[config.mk]
export PLATFORM = sky130hd
export DESIGN_NAME = fetch_seq
export DESIGN_NICKNAME = d
export VERILOG_FILES = /design/src/rtl/fetch_seq_pkg.sv /design/src/rtl/fetch_addr_chk.sv /design/src/rtl/fetch_seq.sv
export SDC_FILE = /design/constraint.sdc
export NUM_CORES = 1
export LEC_CHECK = 0
export CAP_MARGIN = 20
export CORE_ASPECT_RATIO = 0.9
export CORE_UTILIZATION = 45
export DETAILED_ROUTE_END_ITERATION = 6
export PLACE_DENSITY = 0.8
export SETUP_SLACK_MARGIN = 0.1
export SLEW_MARGIN = 20
export SYNTH_ARGS = -nofsm -noshare
export SYNTH_HDL_FRONTEND = slang
export SYNTH_SLANG_ARGS = --single-unit
[constraint.sdc]
create_clock -name clk -period 3.4 [get_ports clk]
set_input_delay 0.68 -clock clk [delete_from_list [all_inputs] [get_ports clk]]
set_output_delay 0.68 -clock clk [all_outputs]
set_load 0.1 [all_outputs]
[src/rtl/fetch_seq_pkg.sv]
// Shared CPU definitions used by the fetch stage: reset/handler vectors,
// instruction-memory window and fetch sequencer state encoding.
package fetch_seq_pkg;

   localparam logic [31:0] RESET_PC   = 32'h0000_3000;
   localparam logic [31:0] HANDLER_PC = 32'h0000_4180;
   localparam logic [31:0] IM_LO      = 32'h0000_3000;
   localparam logic [31:0] IM_HI      = 32'h0000_4FFC;
   localparam logic [31:0] PC_STEP    = 32'd4;

   typedef enum logic [1:0] {
      RUN   = 2'd0,
      HOLD  = 2'd1,
      FLUSH = 2'd2
   } state_t;

endpackage

[src/rtl/fetch_addr_chk.sv]
// Fetch address checker: flags misaligned or out-of-window instruction addresses.
module fetch_addr_chk
   import fetch_seq_pkg::*;
(
   input  logic [31:0] i_pc,
   output logic        o_adel_f
);

   logic w_misaligned;
   logic w_out_of_range;

   // Word alignment and instruction-memory window check.
   always_comb begin
      w_misaligned   = (i_pc[1:0] != 2'b00);
      w_out_of_range = (i_pc < IM_LO) || (i_pc > IM_HI);
      o_adel_f       = w_misaligned || w_out_of_range;
   end

endmodule

[src/rtl/fetch_seq.sv]
// Fetch-stage PC sequencer: exception entry/return, branch redirects that
// may be parked while the F stage is stalled, and a one-cycle F/D flush.
module fetch_seq
   import fetch_seq_pkg::*;
(
   input  logic        clk,
   input  logic        clr,
   input  logic        stall,
   input  logic        redirect,
   input  logic [31:0] redirect_pc,
   input  logic        exc_req,
   input  logic        eret,
   input  logic [31:0] epc,
   output logic [31:0] pc,
   output logic [31:0] pc4,
   output logic        fetch_valid,
   output logic        flush_fd,
   output logic        adel_f,
   output logic        busy
);

   state_t      r_state;
   state_t      w_state_nxt;
   logic [31:0] r_pc;
   logic [31:0] w_pc_nxt;
   logic [31:0] r_pend;
   logic [31:0] w_pend_nxt;
   logic        w_adel;

   fetch_addr_chk u_addr_chk (
      .i_pc     (r_pc),
      .o_adel_f (w_adel)
   );

   // State, pc and pending-target registers; clr overrides every event.
   always_ff @(posedge clk) begin
      if (clr) begin
         r_state <= RUN;
         r_pc    <= RESET_PC;
         r_pend  <= '0;
      end else begin
         r_state <= w_state_nxt;
         r_pc    <= w_pc_nxt;
         r_pend  <= w_pend_nxt;
      end
   end

   // Next-pc priority: exception > eret > redirect > stall > pending/sequential.
   always_comb begin
      w_state_nxt = r_state;
      w_pc_nxt    = r_pc;
      w_pend_nxt  = r_pend;
      if (exc_req) begin
         w_pc_nxt    = HANDLER_PC;
         w_pend_nxt  = '0;
         w_state_nxt = FLUSH;
      end else if (eret) begin
         w_pc_nxt    = epc;
         w_pend_nxt  = '0;
         w_state_nxt = FLUSH;
      end else if (redirect) begin
         // A stalled redirect parks its target; in HOLD the latest one wins.
         if (stall) begin
            w_pend_nxt  = redirect_pc;
            w_state_nxt = HOLD;
         end else begin
            w_pc_nxt    = redirect_pc;
            w_pend_nxt  = '0;
            w_state_nxt = RUN;
         end
      end else if (stall) begin
         w_state_nxt = (r_state == HOLD) ? HOLD : RUN;
      end else if (r_state == HOLD) begin
         w_pc_nxt    = r_pend;
         w_pend_nxt  = '0;
         w_state_nxt = RUN;
      end else begin
         w_pc_nxt    = r_pc + PC_STEP;
         w_state_nxt = RUN;
      end
   end

   // Registered-state-derived outputs.
   always_comb begin
      pc          = r_pc;
      pc4         = r_pc + PC_STEP;
      adel_f      = w_adel;
      flush_fd    = (r_state == FLUSH);
      fetch_valid = !w_adel && (r_state != FLUSH);
      busy        = (r_state == HOLD);
   end

endmodule

==> flow_summary.ini <==
[yosys]
netlist_area_um2 = 4000
synth.yosys.seq_area_share_pct = 33.0
syn_inst = 547
synthTopCellsByCount = 66 x dfxtp_1, 65 x nor2_1, 53 x nand2_1, 50 x a21oi_1, 36 x clkbuf_1
synth-async-reset-ratio_pct = 0
netlist.area_leader.share_pct = 33.0
synth_most_common_cell = dfxtp_1
synth_edf_count = 0
ys_warn_count = 0
synthTopCellsByArea = dfxtp_1 33%, a21oi_1 6.3%, a22oi_1 6.2%
ys_ff_latch = 66
synthFlopType = dfxtp_1
yosysTopAreaCell = dfxtp_1
synth_cell_types = 53
synth.avg_cell_area_um2 = 7.31
syn_nets = 618

[clock_network]
clock_tree.root_cell = clkbuf_8
clkLatencyLatePin_ns = 0.36
cts_tree = yes
postCtsHoldBufs = 0
cts.clk_slew.worst_paths_ns = 0.08
h-tree-depth = 3
cts.sinks = 66
clock_path_buffers = 2
cts_buffers = 9

[floorplanning]
dieWidth_um = 101
core_area_um2 = 8610
num_rows = 32
die_y_um = 91.4
die-area_um2 = 9270
start_util_pct = 46.5
io_pins = 138

[power_and_ir_drop]
max-vdd-ir-drop_uv = 304
sw_frac_of_total_pct = 39.1
seqPwrFrac_pct = 38.4
powerDensity_nw_per_um2 = 365
pwr-share-clk_pct = 28.4
fin_total_pwr_mw = 2.18
p_leak_nw = 2.29
combinationalPowerShare_pct = 33.1
p_int_mw = 1.32
switchingPower_uw = 851

[routing]
wl_per_cell_um = 18.7
drcViolationCount = 0
vias = 4850
drt-initial-drc-count = 337
viasPerCell = 6.14
drt_wl_total_mm = 14.7
drt_first_pass_iters = 6
antenna_left = 0

[sta]
max_freq_mhz = 310
rsz0062_at_grt = true
finalWorstSetupSlack_ns = 0.169
tightest_slew_ns = 0.687
slew_headroom_pct = 54.2
report.final.slew_viol_count = 0
final.period_utilization_pct = 95.0
setup_viol = 0
hold_viol_final = 0
fin_worst_skew_ns = 0.00802
finalCriticalPeriod_ns = 3.23

[placement]
place_area_um2 = 5760
port_buffers = 137
gp_congestion = 0.877
place_ws_ns = 0.426
hpwlAfterDp_mm = 10.3

[grt]
grt_max_degree = 36
antenna_found_initial = 0
grt_pass1_vias = 4622
grt_pass1_wl_mm = 23.2
grt-ovfl-total = 0
track_usage_pct = 32.4

[layout]
nNetsFinal = 738
area_growth_pct = 48.9
multi_input_area_um2 = 2560
fillCellCount = 714
n_antenna_cell = 0
drive_gt1_share_pct = 24.1
stdcell_area_um2 = 5950
regArea_um2 = 1400

[worst_setup_path]
reg2reg_depth = 5
cp_data_arrival_time_ns = 2.55
criticalPathCategory = reg -> out
r2r_start = pc[6]
cp-end-kind = primary output
cp.required_ns = 2.72
critPathLaunchType = register
r2r_end = pc[22]
rrSetupSlack_ns = 1.20
crit_fanout = 10

[min_path]
worstHoldPathType = reg -> reg
worst_hold_path.num_cells = 2

[run]
cap_violations = 0

[status]
status = completed
## cell type report
cell class | instances | share of cell area (%)
Timing Repair Buffer | 155 | 26.5
Multi-Input combinational cell | 413 | 43.1
Inverter | 22 | 1.58
Sequential cell | 66 | 23.5
Clock buffer | 13 | 2.67
Tap cell | 119 | 2.50
Clock inverter | 2 | 0.189
## timing repair
item                       CTS  global route
setup buffers                0             0
resized for setup            2             3
cloned                       0             0
setup endpoints to repair    2             3
## worst max-delay path by stage
stage                     startpoint     endpoint  slack (ns)  cells after the start
after CTS                     pc[17]      pc4[27]         0.1                      6
after global placement        pc[11]      pc4[27]        0.47                      6
after global routing          pc[15]      pc4[27]        0.07                      6
after detailed placement      pc[11]      pc4[27]        0.43                      6
after floorplan               pc[23]  fetch_valid       -0.92                      5
final                         pc[15]      pc4[27]        0.17                      6
## sequential cells by signal, summed over array words and instances (netlist names), named ones only
| name | flops |
|---|---|
| pc | 30 |
| r_pend | 32 |
| r_state | 2 |
## per-layer routing
| layer | track usage, % | vias up | wire (um) |
|---|---|---|---|
| li1 | - | 2247 | - |
| met2 | 50.6 | 285 | 6650 |
| met4 | 13.3 | 0 | 280 |
| met1 | 42.6 | 2292 | 6420 |
| met3 | 7.70 | 26 | 1400 |
| met5 | 0 | - | 0 |
## stage by stage
step | utilization [%] | setup TNS (ns) | instances | hold WS (ns)
4_1_cts | 68.9 | 0 | 790 | 0.491
6_report | 69.2 | 0 | 790 | 0.487
2_1_floorplan | - | -1.03 | 547 | 0.470
3_3_place_gp | 66.9 | 0 | 775 | 0.469
3_5_place_dp | 66.9 | 0 | 775 | 0.480
5_1_grt | 69.2 | 0 | 790 | 0.515
## layout by cell type (no fill, tap or decap), types with 4 or more instances in the layout
| cell type | instances |
|---|---|
| a21oi_1 | 50 |
| a221oi_1 | 5 |
| a22oi_1 | 33 |
| a31oi_1 | 5 |
| and3_1 | 4 |
| buf_12 | 20 |
| buf_4 | 66 |
| clkbuf_8 | 11 |
| clkdlybuf4s50_1 | 67 |
| dfxtp_1 | 34 |
| dfxtp_2 | 17 |
| dfxtp_4 | 15 |
| inv_1 | 17 |
| mux2i_1 | 4 |
| nand2_1 | 53 |
| nand2b_1 | 6 |
| nand3_1 | 27 |
| nand3b_1 | 7 |
| nand4_1 | 8 |
| nor2_1 | 64 |
| nor3_1 | 9 |
| nor4_1 | 11 |
| o21ai_0 | 28 |
| o221ai_1 | 9 |
| o22ai_1 | 6 |
| o32ai_1 | 4 |
| or2_2 | 4 |
| or3_1 | 4 |
| xnor2_2 | 8 |
| xor2_1 | 7 |
## power groups by stage
stage / Combinational, mW / Clock (mW) / Sequential [mW]
global route: 0.749 / 0.661 / 0.840
CTS: 0.716 / 0.630 / 0.835
global placement: 0.709 / 0 / 0.849
detailed placement: 0.713 / 0 / 0.852
floorplan: 0.344 / 0 / 0.976
finish: 0.721 / 0.618 / 0.836
## worst max-delay path, cell delays in order, from the launching register on
cell        delay, ns
dfxtp_4          0.43
nand4_2          0.14
or4_4            0.60
or4_4            0.53
xor2_4           0.20
clkinvlp_4       0.13
buf_12           0.17
## logic make-up after synthesis
kind of cell,count (synthesis),share of synthesized area [%]
AOI/OAI and AO/OA,169,27.9
xor gates and xnor gates,22,4.82
adders and majority gates,1,0.313
buffers and inverters,68,6.63
DFF,66,33.0
muxes,4,1.00
and+or+nand+nor,217,26.3
Power figures use the tool's default switching activity.
